[config.mk]
export PLATFORM = sky130hd
export DESIGN_NAME = merge2_rr
export DESIGN_NICKNAME = d
export VERILOG_FILES = /design/src/rtl/merge2_pkg.sv /design/src/rtl/merge2_slot.sv /design/src/rtl/merge2_rr.sv
export SDC_FILE = /design/constraint.sdc
export NUM_CORES = 1
export LEC_CHECK = 0
export CAP_MARGIN = 5
export CORE_ASPECT_RATIO = 1.75
export CORE_UTILIZATION = 35
export CTS_CLUSTER_DIAMETER = 50
export DETAILED_ROUTE_END_ITERATION = 6
export DONT_BUFFER_PORTS = 1
export GPL_ROUTABILITY_DRIVEN = 0
export SLEW_MARGIN = 20
export SYNTH_ARGS = -nofsm -noshare
export SYNTH_HDL_FRONTEND = slang
export SYNTH_SLANG_ARGS = --single-unit
[constraint.sdc]
create_clock -name clk -period 2.75 [get_ports clk]
set_input_delay 0.275 -clock clk [delete_from_list [all_inputs] [get_ports clk]]
set_output_delay 0.275 -clock clk [all_outputs]
set_load 0.1 [all_outputs]
[src/rtl/merge2_pkg.sv]
// Shared types and constants for the two-input round-robin merge stage.
// The MERGE2_RR_CNT_EN build option adds per-channel delivery counters to merge2_rr.
package merge2_pkg;

   typedef enum logic {
      SRC0 = 1'b0,
      SRC1 = 1'b1
   } src_t;

   localparam int unsigned CNT_W = 16;
   localparam logic [CNT_W-1:0] CNT_MAX = 16'hFFFF;

   // Returns the channel opposite to s (round-robin tie break).
   function automatic src_t other_src(input src_t s);
      return (s == SRC0) ? SRC1 : SRC0;
   endfunction

endpackage

[src/rtl/merge2_slot.sv]
// One-entry holding slot: data register plus full flag, with a registered ready output.
// Load and drain are never asserted together, because the slot only loads while empty.
module merge2_slot #(
   parameter int unsigned WIDTH = 8
) (
   input  logic             clk,
   input  logic             rst_n,
   input  logic             load_i,
   input  logic             drain_i,
   input  logic [WIDTH-1:0] data_i,
   output logic             full_o,
   output logic             ready_o,
   output logic [WIDTH-1:0] data_o
);

   logic             full_q, full_d;
   logic             ready_q, ready_d;
   logic [WIDTH-1:0] data_q, data_d;

   always_comb begin
      full_d = full_q;
      data_d = data_q;
      if (load_i) begin
         full_d = 1'b1;
         data_d = data_i;
      end
      if (drain_i) begin
         full_d = 1'b0;
      end
      ready_d = ~full_d;
   end

   always_ff @(posedge clk or negedge rst_n) begin
      if (!rst_n) begin
         full_q  <= 1'b0;
         ready_q <= 1'b1;
         data_q  <= '0;
      end else begin
         full_q  <= full_d;
         ready_q <= ready_d;
         data_q  <= data_d;
      end
   end

   assign full_o  = full_q;
   assign ready_o = ready_q;
   assign data_o  = data_q;

endmodule

[src/rtl/merge2_rr.sv]
// Merges two demux branch streams into one tagged valid/ready stream via round-robin arbitration.
// Defining MERGE2_RR_CNT_EN adds saturating per-channel delivery counters cnt0/cnt1.
module merge2_rr
   import merge2_pkg::*;
#(
   parameter int unsigned WIDTH = 8
) (
   input  logic             clk,
   input  logic             rst_n,
   input  logic             in0_valid,
   input  logic [WIDTH-1:0] in0_data,
   output logic             in0_ready,
   input  logic             in1_valid,
   input  logic [WIDTH-1:0] in1_data,
   output logic             in1_ready,
   output logic             out_valid,
   output logic [WIDTH-1:0] out_data,
   output logic             out_src,
   input  logic             out_ready
`ifdef MERGE2_RR_CNT_EN
   ,
   output logic [CNT_W-1:0] cnt0,
   output logic [CNT_W-1:0] cnt1
`endif
);

   logic             full0, full1;
   logic [WIDTH-1:0] slot_data0, slot_data1;
   logic             load0, load1;
   logic             drain0, drain1;

   logic             out_valid_q, out_valid_d;
   logic [WIDTH-1:0] out_data_q, out_data_d;
   src_t             out_src_q, out_src_d;
   src_t             last_grant_q, last_grant_d;

   logic             out_free;
   logic             pick_vld;
   src_t             grant;

   assign load0 = in0_valid & in0_ready;
   assign load1 = in1_valid & in1_ready;

   merge2_slot #(.WIDTH(WIDTH)) u_slot0 (
      .clk     (clk),
      .rst_n   (rst_n),
      .load_i  (load0),
      .drain_i (drain0),
      .data_i  (in0_data),
      .full_o  (full0),
      .ready_o (in0_ready),
      .data_o  (slot_data0)
   );

   merge2_slot #(.WIDTH(WIDTH)) u_slot1 (
      .clk     (clk),
      .rst_n   (rst_n),
      .load_i  (load1),
      .drain_i (drain1),
      .data_i  (in1_data),
      .full_o  (full1),
      .ready_o (in1_ready),
      .data_o  (slot_data1)
   );

   // Output register can take a new word when empty or emptying this cycle.
   assign out_free = ~out_valid_q | out_ready;

   // Round-robin pick: a lone full slot wins, a tie goes opposite the last grant.
   always_comb begin
      pick_vld = 1'b0;
      grant    = SRC0;
      if (out_free) begin
         if (full0 && full1) begin
            pick_vld = 1'b1;
            grant    = other_src(last_grant_q);
         end else if (full0) begin
            pick_vld = 1'b1;
            grant    = SRC0;
         end else if (full1) begin
            pick_vld = 1'b1;
            grant    = SRC1;
         end
      end
   end

   assign drain0 = pick_vld & (grant == SRC0);
   assign drain1 = pick_vld & (grant == SRC1);

   always_comb begin
      out_valid_d  = out_valid_q;
      out_data_d   = out_data_q;
      out_src_d    = out_src_q;
      last_grant_d = last_grant_q;
      if (out_free) begin
         out_valid_d = pick_vld;
         if (pick_vld) begin
            out_data_d   = (grant == SRC0) ? slot_data0 : slot_data1;
            out_src_d    = grant;
            last_grant_d = grant;
         end
      end
   end

   always_ff @(posedge clk or negedge rst_n) begin
      if (!rst_n) begin
         out_valid_q  <= 1'b0;
         out_data_q   <= '0;
         out_src_q    <= SRC0;
         last_grant_q <= SRC1;
      end else begin
         out_valid_q  <= out_valid_d;
         out_data_q   <= out_data_d;
         out_src_q    <= out_src_d;
         last_grant_q <= last_grant_d;
      end
   end

   assign out_valid = out_valid_q;
   assign out_data  = out_data_q;
   assign out_src   = out_src_q;

`ifdef MERGE2_RR_CNT_EN
   logic             out_hs;
   logic [CNT_W-1:0] cnt0_q, cnt0_d;
   logic [CNT_W-1:0] cnt1_q, cnt1_d;

   assign out_hs = out_valid_q & out_ready;

   // Saturating delivery counters, stepped on each output handshake.
   always_comb begin
      cnt0_d = cnt0_q;
      cnt1_d = cnt1_q;
      if (out_hs && (out_src_q == SRC0) && (cnt0_q != CNT_MAX)) begin
         cnt0_d = cnt0_q + CNT_W'(1);
      end
      if (out_hs && (out_src_q == SRC1) && (cnt1_q != CNT_MAX)) begin
         cnt1_d = cnt1_q + CNT_W'(1);
      end
   end

   always_ff @(posedge clk or negedge rst_n) begin
      if (!rst_n) begin
         cnt0_q <= '0;
         cnt1_q <= '0;
      end else begin
         cnt0_q <= cnt0_d;
         cnt1_q <= cnt1_d;
      end
   end

   assign cnt0 = cnt0_q;
   assign cnt1 = cnt1_q;
`endif

endmodule

==> results.py, run 1 <==
metrics = {
    "grt": {
        "groute.usage.overall_pct": 14.95,
        "gr-total-overflow": 0,
        "grt_pass1_vias": 847,
        "grt_antenna_before_repair": 0,
        "grt_max_degree": 32,
        "grt_pass1_wl_mm": 3.788,
    },
    "floorplan": {
        "dieWidth_um": 47.69,
        "coreArea_um2": 3433,
        "fp.dieH_um": 81.96,
        "io_pins": 33,
        "initial_core_util_pct": 37.24,
        "rows": 28,
        "dieArea_um2": 3909,
    },
    "detailed_routing": {
        "wire_per_inst_um": 15.76,
        "first_iter_violations": 20,
        "drt_pass1_iterations": 4,
        "remaining_drc_errors": 0,
        "routed_via_density": 5.026,
        "num_vias": 784,
        "detail-route-antenna-nets": 0,
        "wl_mm": 2.458,
    },
    "critical_path": {
        "rr_startpoint": "u_slot1.ready_o",
        "crit_end": "u_slot1.data_o[7]",
        "slowest_delay_ns": 0.87,
        "crit_path_start": "u_slot1.ready_o",
        "r2r_setup_slack_ns": 1.01,
        "crit_path_top_delay_cell": "dfstp_2",
        "path_max_fanout": 8,
        "arrival_ns": 1.90,
        "r2r-end": "u_slot1.data_o[7]",
        "ff2ff_path_depth": 2,
        "crit_type": "reg -> reg",
        "endpoint_kind": "flop",
        "critPathLaunchType": "flop",
        "crit_chain": "nand2_1 -> mux2_2",
        "required_ns": 2.91,
    },
    "sta": {
        "final_max_slew_viol_count": 0,
        "setup_violations": 0,
        "hold_violations": 0,
        "tightestPinTransition_ns": 0.9144,
        "relSlewSlack_pct": 39.04,
        "period_minus_slack_ns": 1.740,
        "fin_skew_ns": 0.004058,
        "fin_tns_setup_ns": 0,
        "whs_ns": 0.1401,
        "max_freq_mhz": 574.7,
        "rsz0062_at_grt": "no",
        "post-route-period-util_pct": 63.28,
    },
    "synth": {
        "syn_area_um2": 1279,
        "synth_largest_area_cell": "dfrtp_1",
        "seq_area_frac_synth_pct": 60.96,
        "synth_cell_type_count": 19,
        "syn_avg_cell_area_um2": 12.41,
        "postSynthCellCount": 103,
        "synth_area_leaders": "dfrtp_1 55%, mux2_2 14%, dfstp_2 6.2%",
        "synth_most_common_cell": "dfrtp_1",
        "async_reset_ff_share_pct": 100.0,
        "syn_nets": 124,
        "synth_edf_count": 0,
        "ys_ff_latch": 31,
        "synth_top_cell_area_share_pct": 54.79,
        "ys.flop_type": "dfrtp_1",
        "synth_common_cells": "28 x dfrtp_1, 19 x nand2_1, 16 x mux2_2",
        "yosysWarnings": 0,
    },
    "cts": {
        "cts_setup_buffers": 0,
        "cts_hold_buf": 2,
        "cts_tree": "built",
        "clk_latency_ns": 0.28,
        "clk_transition_reported_paths_ns": 0.06,
        "h-tree-depth": 2,
        "cts_root_buf": "clkbuf_8",
        "ctsResizeCount": 0,
        "numCtsBuffers": 5,
        "clock-sinks": 31,
        "clockBufferDepth": 2,
    },
    "job": {
        "drv_cap": 0,
    },
    "finish": {
        "layout.nets": 131,
        "final_layout_size_suffix_gt1_share_pct": 31.53,
        "antenna_cells": 0,
        "syn2layout_area_growth_pct": 13.41,
    },
    "min_path": {
        "hold_path.class": "in -> reg",
    },
    "placed_design": {
        "port-buffer-count": 0,
        "dp_hpwl_mm": 1.828,
    },
    "status": {
        "outcome": "completed",
    },
}
-- sequential cells by signal (all words and copies together), names as in the netlist --
signal           flops
u_slot1.full_o       1
u_slot1.data_o       8
out_valid            1
u_slot0.data_o       8
out_src              1
u_slot1.ready_o      1
u_slot0.full_o       1
out_data             8
last_grant_q         1
u_slot0.ready_o      1
-- kinds of logic (layout without fill, tap and decap cells) --
family / Yosys count / in the layout / synth area share (%)
AO/OA/AOI/OAI: 25 / 25 / 13.50
buffers and inverters: 7 / 15 / 3.228
flip-flops: 31 / 31 / 60.96
multiplexers: 16 / 16 / 14.09
AND/OR/NAND/NOR: 24 / 24 / 8.220
-- placed cells by master (no fill, tap or decap), types with 2 or more instances in the layout --
cell      count
nand2_1      19
nand2b_1      3
buf_4         2
clkbuf_8      7
dfstp_2       3
inv_1         3
mux2_2       16
a31oi_1       8
dfrtp_1      28
a21oi_1      11
-- layout make-up --
class	count	area, um2
Clock buffer	8	100.1
Inverter	3	11.26
Sequential cell	31	779.5
Fill cell	355	1983
Multi-Input combinational cell	65	457.9
Timing Repair Buffer	4	45.04
Tap cell	45	56.30
-- how the worst min path moves through the flow --
stage | start | end | cells past startpoint
3_3_place_gp | rst_n | u_slot0.data_o[1] | 0
6_report | in0_data[4] | u_slot0.data_o[4] | 1
2_1_floorplan | rst_n | out_data[0] | 0
3_5_place_dp | rst_n | u_slot0.full_o | 0
4_1_cts | in0_data[4] | u_slot0.data_o[4] | 1
5_1_grt | in0_data[1] | u_slot0.data_o[1] | 1
-- through the flow --
stage	setup WS, ns	instances	util, %	instance area [um2]
floorplan	0.9541	103	-	1279
global placement	1.053	146	38.45	1320
detailed placement	1.002	146	38.45	1320
CTS	0.9880	156	42.24	1450
global route	0.9544	156	42.24	1450
finish	1.010	156	42.24	1450
-- per-layer routing --
layer / vias to the layer above / part of all wire (%) / global-route usage (%)
li1: 370 / - / -
met1: 384 / 34 / 13.48
met2: 24 / 55 / 24.59
met3: 6 / 8.4 / 7.473
met4: 0 / 3.1 / 10.00
met5: - / 0 / 0
-- critical path, delay by kind of cell, from the launching register on --
kind	cells	cell delay (ns)
flip-flops	1	0.87
multiplexers	1	0.37
AND/OR/NAND/NOR	1	0.38
Power of run 1 is not shown: default switching activity piles up to over one toggle a cycle in this logic, so the estimate is an artifact.
==> run 2: changes to the inputs <==
==> constraint.sdc (replaced) <==
create_clock -name clk -period 1.7 [get_ports clk]
set_input_delay 0.17 -clock clk [delete_from_list [all_inputs] [get_ports clk]]
set_output_delay 0.17 -clock clk [all_outputs]
set_load 0.1 [all_outputs]
==> run 2 against run 1 <==
  * Critical path depth down 1
  * Die area unchanged
  * First-iteration DRC count up 20%
  * Utilization up 3.0 points
  * Worst setup slack worse by 0.63 ns
  * Register-to-register slack worse by 0.59 ns
  * Largest cell class unchanged
  * Via count up 7.7%
  * Non-clock buffer count up 11
  * Cell area up 7.0%
  * Clock skew down 0.0024 ns
  * Sequential share of layout area down 3.4 points
==> results.py, run 2 (synthesis gave the netlist of run 1 again) <==
metrics = {
    "status": {
        "outcome": "completed",
    },
    "detailed_routing": {
        "wl_mm": 2.704,
        "wire_per_inst_um": 16.19,
        "remaining_drc_errors": 0,
        "num_vias": 844,
        "first_iter_violations": 24,
        "drt_pass1_iterations": 4,
        "detail-route-antenna-nets": 0,
        "routed_via_density": 5.054,
    },
    "sta": {
        "final_max_slew_viol_count": 0,
        "rsz0062_at_grt": "no",
        "max_freq_mhz": 760.3,
        "whs_ns": 0.03106,
        "post-route-period-util_pct": 77.36,
        "relSlewSlack_pct": 74.95,
        "fin_tns_setup_ns": 0,
        "period_minus_slack_ns": 1.315,
        "setup_violations": 0,
        "tightestPinTransition_ns": 0.3736,
        "hold_violations": 0,
        "fin_skew_ns": 0.001621,
    },
    "grt": {
        "grt_pass1_vias": 916,
        "grt_antenna_before_repair": 0,
        "groute.usage.overall_pct": 16.12,
        "gr-total-overflow": 0,
        "grt_pass1_wl_mm": 4.146,
        "grt_max_degree": 32,
    },
    "finish": {
        "layout.nets": 142,
        "final_common_cell": "dfrtp_1",
        "syn2layout_area_growth_pct": 21.33,
        "antenna_cells": 0,
        "mostFrequentLayoutCells": "27 x dfrtp_1, 19 x nand2_1, 16 x mux2_2, 13 x buf_4, 11 x a21oi_1",
        "final_layout_size_suffix_gt1_share_pct": 39.34,
    },
    "cts": {
        "clk_transition_reported_paths_ns": 0.06,
        "clock-sinks": 31,
        "clk_latency_ns": 0.28,
        "ctsResizeCount": 0,
        "cts_tree": "built",
        "cts_root_buf": "clkbuf_8",
        "h-tree-depth": 2,
        "numCtsBuffers": 5,
        "clockBufferDepth": 2,
    },
    "critical_path": {
        "path_max_fanout": 3,
        "crit_chain": "buf_4",
        "endpoint_kind": "output port",
        "crit_buf_inv": 1,
        "arrival_ns": 1.15,
        "crit_family": "flip-flops",
        "critPathLaunchType": "flop",
        "r2r_setup_slack_ns": 0.42,
        "slowest_delay_ns": 0.56,
        "crit_type": "reg -> out",
        "required_ns": 1.53,
        "crit_path_top_delay_cell": "dfstp_2",
    },
    "floorplan": {
        "dieWidth_um": 47.69,
        "coreArea_um2": 3433,
        "io_pins": 33,
        "initial_core_util_pct": 37.24,
        "dieArea_um2": 3909,
        "rows": 28,
        "fp.dieH_um": 81.96,
    },
    "placed_design": {
        "dp_hpwl_mm": 2.050,
        "port-buffer-count": 0,
    },
    "job": {
        "drv_cap": 0,
    },
    "min_path": {
        "hold_path.class": "in -> reg",
    },
}
run 2: cell types whose count changed in the layout (fill, tap and decap cells not counted), sizes merged:
cell    before  now
clkbuf       8    6
buf          3   14
bufinv       0    1
clkinv       0    1
run 2: final timing paths:
check	endpoint	depth (start not counted)	startpoint
min in group asynchronous	out_data[5]	2	rst_n
max in group asynchronous	u_slot0.ready_o	2	rst_n
worst min-delay path	u_slot1.data_o[4]	1	in1_data[4]
worst max-delay path	in0_ready	1	u_slot0.ready_o
worst min register to register	u_slot0.data_o[0]	1	u_slot0.data_o[0]
worst max register to register	out_data[3]	3	u_slot0.full_o
run 2: per-stage QoR:
stage / util (%) / instance area (um2) / std cells / setup slack (ns)
2_1_floorplan: - / 1280 / 103 / 0.1020
3_3_place_gp: 40.89 / 1404 / 157 / 0.4747
3_5_place_dp: 40.89 / 1404 / 157 / 0.4312
4_1_cts: 45.19 / 1551 / 167 / 0.3738
5_1_grt: 45.19 / 1551 / 167 / 0.3283
6_report: 45.19 / 1551 / 167 / 0.3848
run 2: cell type report:
| type | count | area [um2] |
|---|---|---|
| clock buffers | 6 | 82.58 |
| inverters | 3 | 11.26 |
| flip-flops and latches | 31 | 780.7 |
| well taps | 45 | 56.30 |
| clock inverters | 2 | 35.03 |
| repair buffers | 15 | 127.6 |
| multi-input cells | 65 | 457.9 |
| fillers | 334 | 1882 |
run 2: timing repair:
item | in CTS | in global routing
hold buffers | 2 | 0
endpoints found under the hold margin | 31 | 0
setup buffers | 0 | 0
run 2: routing by layer:
layer / GRT usage, % / part of all wire [%]
met5: 0 / 0
met4: 11.11 / 4.0
met3: 5.275 / 3.9
met2: 28.11 / 58
met1: 14.47 / 34
Power of run 2 is left out for the same reason.
